--- src/rtl/dlat_tst_pkg.sv ---
// Shared types and constants for the D-latch stimulus/checker block.
package dlat_tst_pkg;

    typedef enum logic [2:0] {
        ST_IDLE,
        ST_SETUP,
        ST_GATE,
        ST_HOLD,
        ST_OPAQUE,
        ST_DONE
    } state_e;

    localparam logic [7:0] LFSR_TAPS    = 8'hB8;
    localparam logic [7:0] SEED_DEFAULT = 8'h01;
    localparam logic [7:0] ERR_MAX      = 8'hFF;

    // Feedback is the parity of bits 7,5,4,3 shifted into bit 0.
    function automatic logic [7:0] lfsr_step(input logic [7:0] l);
        return {l[6:0], ^(l & LFSR_TAPS)};
    endfunction

    // An all-zero LFSR would lock up, so a zero seed is replaced.
    function automatic logic [7:0] seed_fix(input logic [7:0] s);
        return (s == 8'h00) ? SEED_DEFAULT : s;
    endfunction

endpackage

--- src/rtl/dlat_stim_chk_lfsr8.sv ---
// 8-bit Fibonacci LFSR with seed load and advance enable; also exposes its next value.
module lfsr8
    import dlat_tst_pkg::*;
(
    input  logic       CLK,
    input  logic       RST,
    input  logic       load,
    input  logic [7:0] seed,
    input  logic       adv,
    output logic [7:0] q,
    output logic [7:0] q_nxt_c
);

    always_comb begin
        q_nxt_c = q;
        if (load) begin
            q_nxt_c = seed_fix(seed);
        end else if (adv) begin
            q_nxt_c = lfsr_step(q);
        end
    end

    always_ff @(posedge CLK) begin
        if (RST) begin
            q <= SEED_DEFAULT;
        end else begin
            q <= q_nxt_c;
        end
    end

endmodule

--- config.mk ---
export PLATFORM = sky130hd
export DESIGN_NAME = lfsr8
export DESIGN_NICKNAME = d
export VERILOG_FILES = /design/src/rtl/dlat_tst_pkg.sv /design/src/rtl/dlat_stim_chk_lfsr8.sv
export SDC_FILE = /design/constraint.sdc
export NUM_CORES = 1
export LEC_CHECK = 0
export ABC_AREA = 0
export BUFFER_PORTS_ARGS = -buffer_cell sky130_fd_sc_hd__buf_2
export CORE_AREA = 2 2 39 41
export CTS_BUF_LIST = sky130_fd_sc_hd__clkbuf_2 sky130_fd_sc_hd__clkbuf_4 sky130_fd_sc_hd__clkbuf_8
export CTS_CLUSTER_DIAMETER = 80
export DETAILED_ROUTE_END_ITERATION = 8
export DIE_AREA = 0 0 41 43
export PLACE_DENSITY = 0.65
export SYNTH_ARGS = -nofsm -noshare
export SYNTH_HDL_FRONTEND = slang
export SYNTH_SLANG_ARGS = --single-unit
--- constraint.sdc ---
create_clock -name CLK -period 1.46 [get_ports CLK]
set_input_delay 0 -clock CLK [delete_from_list [all_inputs] [get_ports CLK]]
set_output_delay 0 -clock CLK [all_outputs]
set_load 0.02 [all_outputs]
==> results of run 1 <==
metrics by stage:
step                utilization  worst slack [ns]  hold WS, ns  power, W
detailed placement        0.409             0.294        0.296  0.000412
finish                    0.429            0.0980       0.0144  0.000580
CTS                       0.425            0.0312       0.0248  0.000586
global placement          0.409             0.305        0.291  0.000410
global route              0.429           0.00119       0.0220  0.000613
floorplan                     -            0.0139       0.0716  0.000351
routing by layer:
layer,up-vias,wire (um),track usage
met1,198,486,0.146
met3,2,66,0.0471
met5,-,0,0
li1,225,-,-
met2,16,485,0.188
met4,0,10,0.120
cell usage after synthesis:
cell type and instances:
a211oi_1 1, a311oi_2 1, buf_2 1, clkbuf_1 1
dfxtp_1 8, inv_1 1, mux2i_1 7, nand2_1 7
nor2b_1 7, nor3_1 2, nor4_1 1, o21ai_0 7
or2_1 1, xnor2_1 1, xor2_1 2
cells by family after synthesis:
kind of cell    after synthesis
compound gates                9
simple gates                 18
mux                           7
flops                         8
xor+xnor                      3
buf+inv                       3
worst paths after layout:
path / startpoint / end / slack (ns) / cells after the start
max: q[7] / q_nxt_c[0] / 0.1 / 4
min: RST / q[4] / 0.01 / 2
max reg2reg: q[7] / q[0] / 0.30 / 4
min reg2reg: q[2] / q[2] / 0.71 / 3
power by group through the flow:
stage | Sequential, W | Combinational (W) | Clock [W]
after detailed placement | 0.000250 | 0.000162 | 0
after global routing | 0.000248 | 0.000177 | 0.000187
after global placement | 0.000249 | 0.000161 | 0
final | 0.000246 | 0.000163 | 0.000172
after floorplan | 0.000266 | 0.0000853 | 0
after CTS | 0.000245 | 0.000163 | 0.000179
cell type report:
| cell class | count | area (um2) |
|---|---|---|
| Fill cell | 153 | 790 |
| Multi-Input combinational cell | 37 | 246 |
| Sequential cell | 8 | 164 |
| Timing Repair Buffer | 27 | 138 |
| Clock buffer | 3 | 22.5 |
| Tap cell | 16 | 20.0 |
| Inverter | 1 | 3.75 |
==> implementation parameters, run 1 <==
Parameter                              Value

Status
  Status ... finished clean

Drt
  Total iterations of the first detailed-routing run ... 2
  Detailed Route WL ... 1.05 mm
  DRC violation count after routing ... 0
  Avg WL per Cell ... 11.4 um
  Routed vias/inst ... 4.79
  DRC violation total after the first TritonRoute iteration ... 1
  Remaining antenna violation count ... 0
  Vias after detailed routing ... 441

Run
  Total of max-cap violations ... 0

GRT
  Initial antenna violation count ... 0
  Via count of the first global-routing pass ... 370
  Pin count of the biggest net entering global routing ... 17
  Global-route wire length before repair ... 1.50 mm
  Total gr overflow ... 0
  Total track usage ... 0.133

Logic synthesis
  Post-synthesis sequential element count ... 8
  Synth top area share ... 0.382
  Complex-gate fraction of the synthesized area ... 0.137
  Total standard cell area after synthesis ... 419 um2
  Area contributors post-synth ... dfxtp_1 (38%), mux2i_1 (17%), nor2b_1 (10%)
  Simple logic cell fraction of the synthesized area ... 0.221
  Parity-gate share of the synthesized area counting xor and xnor cells ... 0.0627
  Cell taking the most area after synthesis ... dfxtp_1
  Post-synthesis share of cell area spent on full adders, half adders and majority gates ... 0
  Count of distinct cell types in the synthesized netlist ... 15
  Synth Warn # ... 0
  Multiplexer share of the synthesized area ... 0.167
  Syn Area/Cell ... 8.73 um2
  Syn_nets ... 60
  Gate count after technology mapping ... 48
  Seq/Total Area, Yosys ... 0.382
  Main combinational cell family by area after synthesis ... simple AND/OR/NAND/NOR gates

Setup path
  Type of origin of the critical path ... register
  CP max-delay cell ... dfxtp_1
  Category of cells accounting for the largest share of critical-path delay ... flip-flops
  Classification of the worst setup path ... reg -> out
  Cell-by-cell listing of the critical path ... xor2_1, xnor2_1, a311oi_2, buf_4
  Req. time, crit path ... 1.46 ns
  Largest stage delay, worst path ... 0.37 ns
  Critical-path maximum fanout ... 3
  Buf+Inv Stages, Crit Path ... 1
  Worst setup EP type ... primary output
  Crit path DAT ... 1.36 ns

Placement
  Hpwl dp ... 802 um
  IO buf count ... 27
  Area after detailed placement ... 566 um2
  Final GP Congestion ... 0.718
  Number of cells in the design after placement ... 89

Pwr
  Proportion of power drawn by the clock network ... 0.296
  P_int ... 0.000394 W
  Switching power share of the total ... 0.321
  Power share of the sequential group ... 0.424
  Worst vdd ir ... 0.000428 V
  Static leakage ... 0.307 nW
  Fraction of power consumed by combinational cells ... 0.280
  Sw power ... 0.000186 W
  Power density normalized to cell area ... 977 nW/um2

STA
  Final worst clock skew ... 0.00370 ns
  Final Max Slew Viols ... 0
  Count of final hold-check violations ... 0
  Setup repair after global routing missed its margin ... no
  Final count of negative-setup-slack endpoints ... 0
  Final Cycle Share ... 0.933
  Upper clock frequency limit ... 734 MHz
  Summed negative setup slack over all endpoints ... 0 ns
  Final critical-path required period ... 1.36 ns
  Headroom to the max-slew limit ... 0.826
  Slew at the pin closest to its max-slew limit ... 0.261 ns

Clocking
  Clock tree from TritonCTS ... done
  Post-CTS setup repair buffer count ... 0
  Maximum number of buffers from clock root to sink ... 2
  Number of buffers inserted by hold repair at cts ... 0
  Insertion delay to the later sink of the worst-skew pair ... 0.25 ns
  Num Clock Sinks ... 8
  Clock root buffer master ... clkbuf_4
  Quantity of gates resized following cts ... 0
  H-tree levels ... 1
  Clock transition at the registers of the reported paths ... 0.06 ns
  TritonCTS Buffers ... 3

Floorplan
  Die extent in y ... 43 um
  Die Width ... 41 um
  Total die area ... 1760 um2
  Effective utilization at floorplan ... 0.303
  Count of pins on the block boundary ... 28
  Std-Cell Rows ... 14
  Standard cell core area ... 1380 um2

Min path
  Path class of the lowest-slack min-delay path ... in -> reg

Layout
  Non-filler instance count after layout ... 92
  Non-Filler Cell Area, Final ... 594 um2
  Layout cell share with drive strength beyond 1 ... 0.447
  Final nets ... 90
  Commonest non-fill, non-tap cell in the layout ... buf_2
  Area Growth Syn to Fin ... 41.8%
  Top library cells by usage in the layout, fill and taps aside ... buf_2 (26), mux2i_1 (7), nand2_1 (7), o21ai_0 (7), nor2b_1 (7)
  Antenna cell count ... 0
  Biggest register ... q
  Largest regs ... q x8
  Largest register FFs ... 8
Note: power is estimated with default switching activity, not from simulation.
==> inputs of run 2 (changes only) <==
--- a/config.mk
+++ b/config.mk
@@ -5,14 +5,15 @@
 export SDC_FILE = /design/constraint.sdc
 export NUM_CORES = 1
 export LEC_CHECK = 0
-export ABC_AREA = 0
+export ABC_AREA = 1
 export BUFFER_PORTS_ARGS = -buffer_cell sky130_fd_sc_hd__buf_2
 export CORE_AREA = 2 2 39 41
 export CTS_BUF_LIST = sky130_fd_sc_hd__clkbuf_2 sky130_fd_sc_hd__clkbuf_4 sky130_fd_sc_hd__clkbuf_8
 export CTS_CLUSTER_DIAMETER = 80
 export DETAILED_ROUTE_END_ITERATION = 8
 export DIE_AREA = 0 0 41 43
-export PLACE_DENSITY = 0.65
+export PLACE_DENSITY = 0.74
+export SETUP_SLACK_MARGIN = 0.05
 export SYNTH_ARGS = -nofsm -noshare
 export SYNTH_HDL_FRONTEND = slang
 export SYNTH_SLANG_ARGS = --single-unit
==> implementation parameters, run 2 <==
Parameter                              Value

Status
  Status ... finished, violations left
  Failing checks ... hold timing

GRT
  Initial antenna violation count ... 0
  Global-route wire length before repair ... 2.13 mm
  Total track usage ... 0.185
  Total gr overflow ... 0
  Pin count of the biggest net entering global routing ... 15
  Via count of the first global-routing pass ... 514

Logic synthesis
  Leading cell type by number of instances after synthesis ... nand2_1
  Most instantiated cells after synthesis ... nand2_1 (23), inv_1 (20), nor2_1 (11)
  Leading register cell type out of synthesis ... dfxtp_1
  Seq/Total Area, Yosys ... 0.300
  Gate count after technology mapping ... 86
  Total standard cell area after synthesis ... 534 um2
  Synth Warn # ... 0
  Post-synthesis sequential element count ... 8
  Synth top area share ... 0.300
  Syn Area/Cell ... 6.21 um2
  Async set or reset register ratio after synthesis ... 0
  Number of enable flip-flop cells after synthesis ... 0
  Count of distinct cell types in the synthesized netlist ... 15
  Syn_nets ... 98
  Cell taking the most area after synthesis ... dfxtp_1
  Area contributors post-synth ... dfxtp_1 (30%), nand2_1 (16%), inv_1 (14%)

Layout
  Non-filler instance count after layout ... 129
  Layout cell share with drive strength beyond 1 ... 0.301
  Largest register FFs ... 8
  Top library cells by usage in the layout, fill and taps aside ... buf_2 (27), nand2_1 (23), inv_1 (20), nor2_1 (11)
  Biggest register ... q
  Final nets ... 127
  Largest regs ... q x8
  Commonest non-fill, non-tap cell in the layout ... buf_2
  Area Growth Syn to Fin ... 29.3%
  Antenna cell count ... 0

STA
  Minimum hold slack ... -0.000460 ns
  Slew at the pin closest to its max-slew limit ... 0.233 ns
  Final worst clock skew ... 0.00678 ns
  Count of final hold-check violations ... 1
  Upper clock frequency limit ... 765 MHz
  Final count of negative-setup-slack endpoints ... 0
  Final critical-path required period ... 1.31 ns
  Headroom to the max-slew limit ... 0.845
  Final Max Slew Viols ... 0
  Summed negative setup slack over all endpoints ... 0 ns
  Setup repair after global routing missed its margin ... no
  Final Cycle Share ... 0.895

Setup path
  Type of origin of the critical path ... register
  Crit path DAT ... 1.31 ns
  Classification of the worst setup path ... reg -> out
  Req. time, crit path ... 1.46 ns
  Critical-path maximum fanout ... 3
  Worst setup EP type ... primary output

Placement
  Number of cells in the design after placement ... 126
  Hpwl dp ... 996 um
  Final GP Congestion ... 0.781
  IO buf count ... 27

Clocking
  Post-CTS setup repair buffer count ... 0
  TritonCTS Buffers ... 3
  Clock root buffer master ... clkbuf_4
  Clock transition at the registers of the reported paths ... 0.06 ns
  H-tree levels ... 1
  Number of buffers inserted by hold repair at cts ... 0
  Insertion delay to the later sink of the worst-skew pair ... 0.26 ns
  Clock tree from TritonCTS ... done
  Quantity of gates resized following cts ... 0
  Maximum number of buffers from clock root to sink ... 2
  Num Clock Sinks ... 8

Pwr
  Worst vdd ir ... 0.000392 V
  Static leakage ... 0.421 nW
  Power density normalized to cell area ... 900 nW/um2

Drt
  Total iterations of the first detailed-routing run ... 6
  Detailed Route WL ... 1.25 mm
  Vias after detailed routing ... 595
  DRC violation total after the first TritonRoute iteration ... 24
  DRC violation count after routing ... 0
  Remaining antenna violation count ... 0
  Routed vias/inst ... 4.61
  Avg WL per Cell ... 9.67 um

Run
  Total of max-cap violations ... 0

Floorplan
  Standard cell core area ... 1380 um2
  Die extent in y ... 43 um
  Count of pins on the block boundary ... 28
  Die Width ... 41 um
  Effective utilization at floorplan ... 0.386
  Std-Cell Rows ... 14
  Total die area ... 1760 um2

Min path
  Path class of the lowest-slack min-delay path ... in -> reg
## run 2: cell types whose count changed in the layout (fill, tap and decap cells not counted), sizes merged, moves of 2 or more
| cell | before | now |
|---|---|---|
| nor2b | 7 | 0 |
| nor3 | 2 | 0 |
| mux2i | 7 | 0 |
| nor2 | 0 | 11 |
| o21a | 0 | 7 |
| o21ai | 7 | 0 |
| inv | 1 | 21 |
| nand3 | 0 | 3 |
| xor2 | 2 | 0 |
| o211ai | 0 | 7 |
| nand2 | 7 | 23 |
## run 2: report_power, final
part | internal, W | total (W) | switching, W
Sequential | 0.000235 | 0.000249 | 0.0000142
Combinational | 0.0000744 | 0.000197 | 0.000122
Clock | 0.0000945 | 0.000176 | 0.0000816
Total | 0.000403 | 0.000622 | 0.000218
## run 2: final cells by class
cell class	count	area [um2]
fillers	145	693
multi-input cells	54	273
flip-flops and latches	8	161
repair buffers	27	135
inverters	21	78.8
clock buffers	3	22.5
well taps	16	20.0
## run 2: through the flow
| step | instance area (um2) | worst slack [ns] | power [W] | util | hold WS, ns |
|---|---|---|---|---|---|
| after global routing | 691 | 0.0555 | 0.000670 | 0.499 | 0.00428 |
| after floorplan | 534 | 0.425 | 0.000390 | - | 0.145 |
| after CTS | 689 | 0.149 | 0.000623 | 0.498 | 0.0193 |
| after detailed placement | 667 | 0.427 | 0.000451 | 0.482 | 0.286 |
| after global placement | 667 | 0.488 | 0.000447 | 0.482 | 0.282 |
| final | 691 | 0.153 | 0.000622 | 0.499 | -0.000460 |
## run 2: critical path, stage by stage (launching register included)
cell and delay [ns]:
dfxtp_1 0.32, or2_2 0.27, o211ai_1 0.10, o21a_1 0.17, inv_1 0.04, buf_2 0.15
## run 2: worst paths after layout
| kind | start | end | slack (ns) | cells past startpoint |
|---|---|---|---|---|
| setup reg to reg | q[1] | q[1] | 0.45 | 4 |
| hold / removal | RST | q[3] | -0.0005 | 2 |
| hold reg to reg | q[0] | q[0] | 0.64 | 4 |
| setup / recovery | q[1] | q_nxt_c[1] | 0.15 | 5 |
## run 2: cell families (layout without fill, tap and decap cells)
group	after synthesis	in the layout	share of synthesized area
and+or+nand+nor	39	39	0.290
buffers and inverters	24	51	0.190
AOI/OAI and AO/OA	15	15	0.220
DFF	8	8	0.300
## run 2: routing by layer
layer	up-vias	routed length, um	track usage	share of wire
met5	-	0	0	0
met4	0	40	0.127	0.032
met3	7	56	0.0785	0.045
met2	21	601	0.253	0.48
met1	250	549	0.224	0.44
li1	317	-	-	-
